**config.mk**
```make
export PLATFORM = sky130hd
export DESIGN_NAME = team_registry
export DESIGN_NICKNAME = d
export VERILOG_FILES = /design/src/rtl/team_registry.sv
export SDC_FILE = /design/constraint.sdc
export NUM_CORES = 1
export LEC_CHECK = 0
export CORE_AREA = 2 2 97 109
export DETAILED_ROUTE_END_ITERATION = 12
export DIE_AREA = 0 0 99 111
export DONT_BUFFER_PORTS = 1
export GPL_TIMING_DRIVEN = 1
export SYNTH_ARGS = -nofsm -noshare
export SYNTH_HDL_FRONTEND = slang
export SYNTH_SLANG_ARGS = --single-unit
```
**constraint.sdc**
```tcl
create_clock -name CLK -period 3.95 [get_ports CLK]
set_clock_uncertainty 0.2 [all_clocks]
set_input_delay 0.1975 -clock CLK [delete_from_list [all_inputs] [get_ports CLK]]
set_output_delay 0.1975 -clock CLK [all_outputs]
set_load 0.005 [all_outputs]
```
**src/rtl/team_registry.sv**
```systemverilog
`default_nettype none
// +--------------------------------------------------------------------------+
// | team_registry: per-team login registry with find, list and occupancy.    |
// | Revision: 1.0                                                            |
// +--------------------------------------------------------------------------+
module team_registry #(
  parameter int  ID_W   = 4,
  parameter int  TEAM_W = 1,
  parameter int  DEPTH  = 5,
  localparam int CNT_W  = $clog2(DEPTH + 1)
) (
  input  logic              CLK,
  input  logic              RST,
  input  logic [ID_W-1:0]   userID,
  input  logic [TEAM_W-1:0] team,
  input  logic [1:0]        mode,
  output logic [CNT_W-1:0]  numPly,
  output logic              teamWng,
  output logic              capWng,
  output logic              findRes,
  output logic [ID_W-1:0]   listOut,
  output logic              listValid,
  output logic              listMode
);
  localparam int                NTEAM       = 2 ** TEAM_W;
  localparam int                SLOT_W      = (DEPTH > 1) ? $clog2(DEPTH) : 1;
  localparam logic [CNT_W-1:0]  FULL        = CNT_W'(DEPTH);
  localparam logic [SLOT_W-1:0] LAST_SLOT   = SLOT_W'(DEPTH - 1);
  localparam logic [1:0]        MODE_LOGOUT = 2'b00;
  localparam logic [1:0]        MODE_LOGIN  = 2'b01;
  localparam logic [1:0]        MODE_FIND   = 2'b10;
  localparam logic [1:0]        MODE_LIST   = 2'b11;

  logic [ID_W-1:0]   r_id    [NTEAM][DEPTH];
  logic [DEPTH-1:0]  r_valid [NTEAM];
  logic [CNT_W-1:0]  r_cnt   [NTEAM];
  logic [SLOT_W-1:0] r_ptr;
  logic [TEAM_W-1:0] r_list_team;
  logic              r_list_active;

  logic [TEAM_W-1:0] w_uteam;
  logic              w_mismatch;
  logic              w_hit;
  logic              w_free;
  logic [SLOT_W-1:0] w_hit_idx;
  logic [SLOT_W-1:0] w_free_idx;
  logic [SLOT_W-1:0] w_rd_ptr;
  logic              w_login;
  logic              w_logout;
  logic [CNT_W-1:0]  w_cnt_sel;

  assign w_uteam    = userID[ID_W-1 -: TEAM_W];
  assign w_mismatch = (w_uteam != team);

  // Both searches run in the team owning userID; valid bits alone mark occupancy.
  always_comb begin
    w_hit      = 1'b0;
    w_hit_idx  = '0;
    w_free     = 1'b0;
    w_free_idx = '0;
    for (int i = 0; i < DEPTH; i++) begin
      if (!w_hit && r_valid[w_uteam][i] && (r_id[w_uteam][i] == userID)) begin
        w_hit     = 1'b1;
        w_hit_idx = SLOT_W'(i);
      end
      if (!w_free && !r_valid[w_uteam][i]) begin
        w_free     = 1'b1;
        w_free_idx = SLOT_W'(i);
      end
    end
  end

  assign w_login  = (mode == MODE_LOGIN) && !w_mismatch && !w_hit && w_free;
  assign w_logout = (mode == MODE_LOGOUT) && w_hit;
  assign w_rd_ptr = (r_list_active && (team == r_list_team)) ? r_ptr : '0;

  // Occupancy of the selected team as it will be after this cycle's operation.
  always_comb begin
    w_cnt_sel = r_cnt[team];
    if (w_login) begin
      w_cnt_sel = r_cnt[team] + 1'b1;
    end else if (w_logout && (w_uteam == team)) begin
      w_cnt_sel = r_cnt[team] - 1'b1;
    end
  end

  always_ff @(posedge CLK) begin
    if (w_login) begin
      r_id[w_uteam][w_free_idx] <= userID;
    end
  end

  always_ff @(posedge CLK or posedge RST) begin
    if (RST) begin
      for (int t = 0; t < NTEAM; t++) begin
        r_valid[t] <= '0;
        r_cnt[t]   <= '0;
      end
      r_ptr         <= '0;
      r_list_team   <= '0;
      r_list_active <= 1'b0;
      numPly        <= '0;
      capWng        <= 1'b1;
      teamWng       <= 1'b0;
      findRes       <= 1'b0;
      listOut       <= '0;
      listValid     <= 1'b0;
      listMode      <= 1'b0;
    end else begin
      if (w_login) begin
        r_valid[w_uteam][w_free_idx] <= 1'b1;
        r_cnt[w_uteam]               <= r_cnt[w_uteam] + 1'b1;
      end
      if (w_logout) begin
        r_valid[w_uteam][w_hit_idx] <= 1'b0;
        r_cnt[w_uteam]              <= r_cnt[w_uteam] - 1'b1;
      end
      if (mode == MODE_LIST) begin
        r_list_active <= 1'b1;
        r_list_team   <= team;
        r_ptr         <= (w_rd_ptr == LAST_SLOT) ? '0 : w_rd_ptr + 1'b1;
        listValid     <= r_valid[team][w_rd_ptr];
        listOut       <= r_valid[team][w_rd_ptr] ? r_id[team][w_rd_ptr] : '0;
      end else begin
        r_list_active <= 1'b0;
        r_ptr         <= '0;
      end
      numPly   <= w_cnt_sel;
      capWng   <= (w_cnt_sel == '0) || (w_cnt_sel == FULL);
      teamWng  <= (mode == MODE_LOGIN) && w_mismatch;
      findRes  <= (mode == MODE_FIND) && w_hit;
      listMode <= (mode == MODE_LIST);
    end
  end

endmodule
`default_nettype wire

```
After elaboration in Yosys (flattened, before gate mapping)
Memory sizes are Yosys's and may differ from the RTL's.
Cells that the tools add are included.
Widths: inputs -> output; s select.
{ "word_totals": {"ff_bits": 33, "latchBits": 0, "ramBits": 40, "mem_bits_ro": 0, "input_bits": 9, "out_inout_bits": 12, "elab_cells": 154, "n_memories": 1} }
{ "memory_table": {"columns": ["name", "depth", "word_bits", "read_ports", "rd_clocked_by_memory_dff", "wr", "line", "rtl"], "rows": [
  ["r_id", 2, 20, 2, 0, 1, "34", "logic [ID_W-1:0] r_id [NTEAM][DEPTH];"]
]} }
{ "op_classes": {"add_sub_neg": 5, "multipliers": 0, "div_mod_pow": 0, "order_cmp": 11, "n_eq_ne": 13, "shifts": 0, "n_mux": 62, "bitwise": 7, "n_reduce_logical": 41} }
{ "ops": {"columns": ["op", "count"], "rows": [
  ["$mux 3", 18],
  ["$mux 5", 8],
  ["$logic_and 1x1->1", 25],
  ["$eq 4x4->1", 5],
  ["$mux 10", 2],
  ["$mux 20", 1],
  ["$mux 1", 17],
  ["$mux 4", 4],
  ["$logic_not 1->1", 13],
  ["$bmux 4 s3", 1],
  ["$bwmux 6", 2],
  ["$demux 4 s3", 1],
  ["$lt 3x4->1 const B", 3],
  ["$mux 6", 2],
  ["$and 10x10->10", 1],
  ["$demux 5 s1", 2],
  ["$not 10->10", 1],
  ["$or 10x10->10", 1],
  ["$add 3x1->3 const B", 3],
  ["$ge 4x4->1 const B", 2],
  ["$not 3->4", 2],
  ["$demux 1 s3", 2],
  ["$eq 3x3->1 const B", 2],
  ["$ge 3x1->1 const B", 2],
  ["other kinds (14)", 19]
]} }

Longest topological paths before layout
Gate-level depths: netlist (run 1).
{ "logic_depth": {"word_depth": 31, "ltp_mapped": 12, "ltp_nobuf": 7} }

Worst setup path after synthesis (run 1)
Ideal clock, no wire load.
{ "synth_path": {"path_type": "input to register", "from": "input port userID[3]", "to": "memory r_id[0][10] (netlist bit), enable pin", "setup_ps": 396, "arrival_time_ps": 2329, "required_time_ps": 3354, "slack_ps": 1025, "stages": 8, "path_buffers": 2, "path_cell_list": "buf_6 buf_6 mux2i_1 xnor2_1 or4_4 and4_4 nand3_1 a2111oi_0"} }
{ "synth_between": {"elab_chain_len": 27, "elab_cells_between_ends": 62, "cone_classes": "order compare (2); eq/ne (6); mux (21); bitwise (2); reduce/logical (30); memory (1)"} }
{ "synth_lines": {"columns": ["item", "line", "rtl"], "rows": [
  ["start, declared", "14", "input logic [ID_W-1:0] userID,"],
  ["branches (longest 27 deep; another with $mux 5)", null, null],
  ["end, declared", "34", null]
]} }
Parallel ways; which one is timed is not known. The select of a mux whose other input is x is not followed.

Worst setup path in the final report (run 1)
{ "layout_path": {"from": "register r_valid[2] (netlist bit)", "to": "memory r_id[1][9] (netlist bit), enable pin"} }
{ "layout_between": {"elab_chain_len": 19, "elab_cells_between_ends": 37, "cone_classes": "order compare (2); mux (16); bitwise (1); reduce/logical (18)"} }
{ "layout_lines": {"columns": ["item", "line", "rtl"], "rows": [
  ["start, declared", "35", "logic [DEPTH-1:0] r_valid [NTEAM];"],
  ["start signal, assigned by index", "96", "r_valid[t] <= '0;"],
  ["start signal, assigned by index", "111", "r_valid[w_uteam][w_free_idx] <= 1'b1;"],
  ["start signal, assigned by index", "115", "r_valid[w_uteam][w_hit_idx] <= 1'b0;"],
  ["$mux 5 (*) (3 in series)", null, null],
  ["branches (longest 15 deep; another with $ge 4x4->1)", null, null],
  ["$mux 20 (not written as such) (*)", "89", "r_id[w_uteam][w_free_idx] <= userID;"]
]} }
Every way passes the cells marked *. The select of a mux whose other input is x is not followed.

==> results of run 1 <==
-- final cells by class --
class                      count  area, µm²  share of cell area
sequential                    72       2000               0.454
multi-input combinational    201       1720               0.388
clock buffer                   9        225              0.0510
tap                          123        154              0.0348
timing repair buffer          17        150              0.0340
clock inverter                 7        120              0.0272
inverter                      13       48.8              0.0110
-- cell families (layout without fill, tap and decap cells) --
group | count (synthesis) | in the layout
adders and majority gates | 6 | 6
and+or+nand+nor | 67 | 67
buffers and inverters | 28 | 46
muxes | 56 | 56
xor gates and xnor gates | 25 | 25
DFF | 72 | 72
AOI/OAI and AO/OA | 47 | 47
-- per-layer routing --
layer | vias to the layer above | wire length (µm) | global-route usage | share of wire
met2 | 72 | 4380 | 0.273 | 0.50
met3 | 14 | 457 | 0.0435 | 0.052
met5 | - | 0 | 0 | 0
met4 | 0 | 184 | 0.0712 | 0.021
li1 | 1181 | - | - | -
met1 | 1239 | 3750 | 0.222 | 0.43
-- through the flow --
step | setup slack (ns) | instance area (µm²)
final | 0.923 | 4420
after global routing | 0.737 | 4420
after CTS | 0.896 | 4420
after detailed placement | 0.910 | 3980
after global placement | 0.964 | 3980
after floorplan | 1.02 | 3880
-- how the worst max path moves through the flow --
stage | from | end | slack (ns) | depth (start not counted)
finish | r_valid[2] | r_id[1][9] | 0.92 | 6
global route | r_id[1][1] | r_id[1][8] | 0.74 | 6
global placement | r_valid[6] | r_id[1][9] | 0.96 | 6
CTS | r_valid[6] | r_id[1][8] | 0.90 | 6
floorplan | userID[3] | r_id[0][10] | 1.02 | 8
detailed placement | r_valid[6] | r_id[1][10] | 0.91 | 6
-- worst max-delay path: cells and delay by family (launching register included) --
family	cells	cell delay [ns]
AO/OA/AOI/OAI	3	1.15
flip-flops	1	0.42
multiplexers	1	0.31
AND/OR/NAND/NOR	2	0.58
-- what timing repair did --
item | 4_1_cts | 5_1_grt
hold endpoints to repair | 69 | 0
hold buffers | 9 | 0
setup buffers | 0 | 0
-- state kept, by name (all words and copies together), names as in the netlist, 3 cells and up --
register,flops
listOut,4
numPly,3
r_cnt,6
r_id,40
r_ptr,3
r_valid,10
-- cell usage in the layout (no fill, tap or decap), types with 8 or more instances in the layout --
cell,n
sky130_fd_sc_hd__buf_4,8
sky130_fd_sc_hd__clkbuf_16,9
sky130_fd_sc_hd__dfrtp_1,31
sky130_fd_sc_hd__dlygate4sd3_1,9
sky130_fd_sc_hd__edfxtp_1,40
sky130_fd_sc_hd__inv_1,12
sky130_fd_sc_hd__mux2i_1,45
sky130_fd_sc_hd__nand2_1,9
sky130_fd_sc_hd__nor2_1,12
sky130_fd_sc_hd__xnor2_1,21
-- where the power goes --
part	switching (mW)	internal (mW)
combinational	0.212	0.215
sequential	0.110	0.905
clock	0.309	0.617
==> results.txt, run 1 <==
The worst setup path is captured at a flop. The worst register-to-register path begins at r_valid[2]. For this design the top-level I/O count stands at 21. The tree is rooted in a sky130_fd_sc_hd__clkbuf_16.

The multiplexer fraction of the synthesized cell area is 0.162. The leakage power total came out at 1.82 nW. The average vias per placed instance is 5.67. The post-synthesis sequential area ratio is 0.516.

The number of filler instances in the final layout is 888. The share of the synthesized area in the top cell type is 0.309. The synthesized instance count came out at 301. Synthesis instantiated 59 different standard cells from the library. The endpoint identified for the worst register-to-register timing path is r_id[1][9]. The global-route usage over all layers came out at 0.172. After clock tree synthesis, the clock-pin slew on the worst setup and hold paths is 0.06 ns.

The number of nets handed over by synthesis was 316. After synthesis the cells add up to 3880 µm². The xor/xnor share of the synthesized area is 0.0564. The clock passes through at most 2 buffers. The worst-case vdd ir drop is 0.197 mV. Detailed placement finished with a half-perimeter wire length of 6170 µm. During placement, the flow inserted port buffers numbering 0.

The worst setup path is launched from a flop. The share of synthesized cell area in and, or, nand and nor gates is 0.109. The area inside the core boundary is 10,000 µm². Timing would allow up to 0.330 GHz. The arrival time at the worst endpoint is 2.79 ns. The global-route wire length before repair came out at 14,100 µm. Of all cell types, the one taking the most synthesized area is sky130_fd_sc_hd__edfxtp_1. The worst-skew pair later-pin latency is 0.33 ns.

The maximum number of pins on one net before global-route repair is 44. The cell area power density is 536 nW/µm². The violation count after the first detailed-route iteration is 156. A synthesized cell averages 12.9 µm². TritonCTS built the clock tree. The cell count after placement came out at 417. On the final layout, the worst hold slack is 0.00877 ns. The post-cts gate resize count is 0. The share of the synthesized area in compound gates (AO/OA/AOI/OAI) came out at 0.0947.

The biggest fanout along the worst timing path came out at 7. The tightest slew margin relative to the limit is 0.463. The arithmetic-cell share of the synthesized area counting full adders, half adders and majority gates came out at 0.0193. The last weighted congestion value of the routability-driven placer came out at 0.827. For the worst flop-to-flop path, the logic depth is 6.

The maximum level of the CTS H-tree came out at 3. The cell depth of the worst hold path is 2. Setup repair after global routing left no endpoint under its margin. In this run the worst hold path is classified as input port to flop. The first-pass iteration count of the detailed router is 4. The largest individual stage delay along the critical path comes from the cell sky130_fd_sc_hd__a211oi_1. Adding up every negative setup slack in the final design gives 0 ns. The antenna diode instance count came out at 0. Once detail routing completed, the nets flagged for antenna violations numbered 0.

The number of hold violations in the final report came out at 0. The final routed wire length divided by cell count came out at 19.9 µm. Of the cells placed in the final design, the portion with a size suffix greater than 1 is 0.150.

The final core utilization came out at 0.442. At the pin with the least slew margin, the transition time is 0.800 ns. The setup-violating endpoint count in the final report is 0. The floorplan row count is 39. The Yosys step of the flow raised 0 warnings. The number of cells in the finished layout apart from fillers is 442. Traced cell by cell, the critical path runs through mux2_2 > a21boi_0 > a21oi_1 > nand2_1 > or3_4 > a211oi_1. The flop and latch count out of synthesis came out at 72. By area the synthesized netlist is led by sky130_fd_sc_hd__edfxtp_1 (31%), sky130_fd_sc_hd__dfrtp_1 (20%), sky130_fd_sc_hd__mux2i_1 (12%), sky130_fd_sc_hd__xnor2_1 (4.7%), sky130_fd_sc_hd__mux4_2 (2.9%). The most used flip-flop cell after synthesis is sky130_fd_sc_hd__edfxtp_1. The synthesized design contains 40 enable-type register cells. The aggregate routed wire length is 8780 µm. The design draws 2.37 mW. The final-stage net count is 329. The number of remaining DRC errors is 0. Counting instances in the post-synthesis netlist gives the leading cell types as sky130_fd_sc_hd__mux2i_1 (45), sky130_fd_sc_hd__edfxtp_1 (40), sky130_fd_sc_hd__dfrtp_1 (31), sky130_fd_sc_hd__xnor2_1 (21). The sink count of the clock tree is 72. In the finished design, the share of the clock period the worst path needs comes to 0.766. The critical path is of the flop to flop type.

The CTS buffer count came out at 9. The required time at the endpoint of the critical path came out at 3.71 ns. The register-to-register setup slack came out at 0.92 ns. In the post-synthesis netlist, the cell with the most instances is sky130_fd_sc_hd__mux2i_1.

The number of violations of the max-capacitance limit is 0. The minimum clock period after layout is 3.03 ns. The sum of overflow across all layers after global routing is 0. The run finished with clean final reports. The max-slew violation total from the final report was 0. The full die area came out at 11,000 µm². The worst min-delay path startpoint is mode[0]. The proportion of register bits with asynchronous set or reset after synthesis came out at 0.444. By area, the combinational part of the netlist is dominated by multiplexers. The starting density of the core is 0.388. The number of antenna violations at the first check in global routing came out at 0. The floorplan die height is 111 µm. The routed layout has 2,506 vias.

The highest cell delay on the worst timing path came out at 0.69 ns. The sink of the worst hold path is r_ptr[2]. In this run the horizontal extent of the chip is 99 µm. The via count of the first global-routing pass was 2,555. The area added between synthesis and finish is 13.7%.
(Power assumes the default switching activity.)
==> run 2: changes to the inputs <==
Clock period 3.95 ns to 3 ns, I/O delays scaled along.
==> run 2 against run 1 <==
Sequential share of layout area is 0.077 points higher. Cell area is 0.17% lower. Non-clock buffer count is 3 higher. Sequential power is 29% higher. Die area stayed put. Via count stayed put. Register-to-register slack worse by 0.61 ns. Flip-flop and latch count stayed put. First-iteration DRC count is 4.5% higher. Critical endpoint is now r_id[0][16].
==> results.txt, run 2 (synthesis gave the netlist of run 1 again) <==
The required time at the endpoint of the critical path is 2.79 ns (was 3.71 ns). The fraction of layout cells with a size suffix above 1 came out at 0.155 (was 0.150). The most common cell after layout, fill and taps aside is sky130_fd_sc_hd__mux2i_1 (unchanged). The number of antenna violations at the first check in global routing is 0 (unchanged). The width of the die came out at 99 µm (unchanged).

The worst-case vdd ir drop came to 0.297 mV (was 0.197 mV). The first-pass iteration count of the detailed router came out at 4 (unchanged). The floorplan row count is 39 (unchanged).

The aggregate routed wire length came out at 8790 µm (was 8780 µm). List of cells traversed by the critical path: mux2_2 > a21boi_0 > a21oi_1 > nand2_1 > nor2_2 > nand2_1 > nor2_1 (was mux2_2 > a21boi_0 > a21oi_1 > nand2_1 > or3_4 > a211oi_1). Registers with the most flip-flops: r_id (40), r_valid (10), r_cnt (6) (unchanged). The area inside the core boundary is 10,000 µm² (unchanged). The transition time at the pin with the least slew margin is 0.797 ns (was 0.800 ns). The number of vias in the routed layout came out at 2,506 (unchanged). The buffer and inverter count on the worst path is 0 (unchanged). The most utilized layer in the global route result is met2 (unchanged).

The number of top-level pins is 21 (unchanged). The antenna diode instance count was 0 (unchanged). The number of remaining DRC errors is 0 (unchanged).

The full die area is 11,000 µm² (unchanged). The clock tree from TritonCTS was done (unchanged). The number of hold violations in the final report is 0 (unchanged). Run status: finished clean (unchanged). The smallest hold slack was 0.0220 ns (was 0.00877 ns). The sum of overflow across all layers after global routing came out at 0 (unchanged).

The flip-flop count of the largest register, all copies and words added came out at 40 (unchanged). The biggest fanout along the worst timing path is 7 (unchanged). The floorplan die height is 111 µm (unchanged). The share of the clock period used by the worst path is 0.896 (was 0.766). The largest register by flop count is r_id (unchanged). The starting density of the core came out at 0.388 (unchanged). The CTS buffer count came out at 9 (unchanged).

The sink count of the clock tree came to 72 (unchanged). The placed wire-length estimate came out at 6110 µm (was 6170 µm). The final routed wire length divided by cell count is 19.8 µm (was 19.9 µm). The number of filler instances in the final layout is 886 (was 888).

The violation count after the first detailed-route iteration is 163 (was 156). The final critical-path setup slack came out at 0.311 ns (was 0.923 ns). The arrival time at the worst endpoint is 2.48 ns (was 2.79 ns).

The cell area power density is 685 nW/µm² (was 536 nW/µm²). The number of violations of the max-capacitance limit is 0 (unchanged). The class of the tightest hold or removal check is input port to flop (unchanged). The cell class contributing the biggest share of worst-path delay was simple AND/OR/NAND/NOR gates (was compound AO/OA/AOI/OAI gates). The maximum number of pins on one net before global-route repair is 41 (was 44). The via count of the first global-routing pass is 2,628 (was 2,555).

The setup-violating endpoint count in the final report is 0 (unchanged). The port buffer count came out at 0 (unchanged). The highest achievable clock rate is 0.372 GHz (was 0.330 GHz). The last weighted congestion value of the routability-driven placer is 0.869 (was 0.827).

The master of the slowest instance on the critical path is sky130_fd_sc_hd__dfrtp_1 (was sky130_fd_sc_hd__a211oi_1). The met2 track utilization from global routing is 0.286 (was 0.273). The maximum level of the CTS H-tree is 3 (unchanged).

The met3 global-route usage came to 0.0391 (was 0.0435). The number of buffers between clock root and the deepest sink came out at 2 (unchanged). The post-route total power is 3.02 mW (was 2.37 mW). The worst-skew pair later-pin latency was 0.33 ns (about the same). The met1 usage came to 0.227 (was 0.222). The worst setup path category is flop to flop (unchanged). The average vias per placed instance came out at 5.63 (was 5.67).

The remaining number of nets flagged by the antenna check after routing came out at 0 (unchanged). The tightest slew margin relative to the limit is 0.467 (was 0.463). The summed negative setup slack over all endpoints was 0 ns (unchanged). The clock-pin transition on the worst setup and hold timing paths is 0.05 ns (was 0.06 ns).

The library cell appearing most often on the critical path is sky130_fd_sc_hd__nand2_1. Unrepaired setup endpoints after global routing: no (unchanged). The critical path endpoint category is a flop (unchanged).

The global-route wire length before repair came to 14,500 µm (was 14,100 µm). The root cell of the clock tree is sky130_fd_sc_hd__clkbuf_16 (unchanged). The final-stage net count is 332 (was 329). The area added between synthesis and finish is 13.5% (was 13.7%). The leakage power total is 1.81 nW (was 1.82 nW). The highest cell delay on the worst timing path was 0.41 ns (was 0.69 ns).

The pre-CTS worst setup slack is 0.212 ns (was 0.910 ns). The global-route usage over all layers came out at 0.175 (was 0.172). The startpoint type of the worst setup path was a flop (unchanged). The minimum clock period after layout came out at 2.69 ns (was 3.03 ns). Top library cells by usage in the layout, fill and taps aside: sky130_fd_sc_hd__mux2i_1 (45), sky130_fd_sc_hd__edfxtp_1 (40), sky130_fd_sc_hd__dfrtp_1 (31) (unchanged).

The max-slew violation total from the final report came out at 0 (unchanged).
run 2: changes by cell type in the layout (fill, tap and decap cells not counted):
| cell | delta |
|---|---|
| sky130_fd_sc_hd__bufinv_16 | -1 |
| sky130_fd_sc_hd__nor2_2 | +1 |
| sky130_fd_sc_hd__clkbuf_1 | +1 |
| sky130_fd_sc_hd__clkinv_4 | -2 |
| sky130_fd_sc_hd__buf_4 | +3 |
| sky130_fd_sc_hd__nor2_1 | -1 |
| sky130_fd_sc_hd__clkinv_1 | +1 |
| sky130_fd_sc_hd__clkinvlp_4 | +1 |
run 2: final timing paths:
check	start	to	slack [ns]	cells past startpoint
max	r_valid[2]	r_id[0][16]	0.31	7
min	userID[3]	r_cnt[5]	0.02	3
max reg2reg	r_valid[2]	r_id[0][16]	0.31	7
min reg2reg	r_cnt[0]	r_cnt[0]	0.29	1
max in group asynchronous	RST	capWng	1.73	3
min in group asynchronous	RST	numPly[0]	0.14	2
run 2: through the flow:
step	utilization	instances	area, µm²
6_report	0.441	445	4410
3_3_place_gp	0.400	420	4000
3_5_place_dp	0.400	420	4000
2_1_floorplan	-	301	3880
4_1_cts	0.441	445	4410
5_1_grt	0.441	445	4410
run 2: final cells by class:
| class | instances | area (µm²) | share of cell area |
|---|---|---|---|
| sequential | 72 | 2000 | 0.454 |
| multi-input combinational | 201 | 1720 | 0.390 |
| clock buffer | 10 | 229 | 0.0519 |
| timing repair buffer | 20 | 173 | 0.0392 |
| tap | 123 | 154 | 0.0349 |
| clock inverter | 6 | 83.8 | 0.0190 |
| inverter | 13 | 48.8 | 0.0111 |
run 2: repair_timing:
action | CTS | global route
endpoints found under the setup margin | 0 | 4
endpoints found under the hold margin | 90 | 0
hold buffers | 9 | 0
setup buffers | 0 | 0
resized for setup | 0 | 1
run 2: tightest hold or removal path: stages:
cell and delay [ns]:
sky130_fd_sc_hd__mux2i_1 0.07, sky130_fd_sc_hd__xor2_1 0.17, sky130_fd_sc_hd__mux2i_1 0.09
run 2: power breakdown:
| group | switching [mW] | internal (mW) |
|---|---|---|
| sequential | 0.129 | 1.19 |
| clock | 0.390 | 0.723 |
| combinational | 0.291 | 0.295 |
run 2: per-layer routing:
layer	up-vias	wire (µm)
met5	-	0
met2	66	4370
met3	9	433
met4	0	148
li1	1192	-
met1	1239	3840
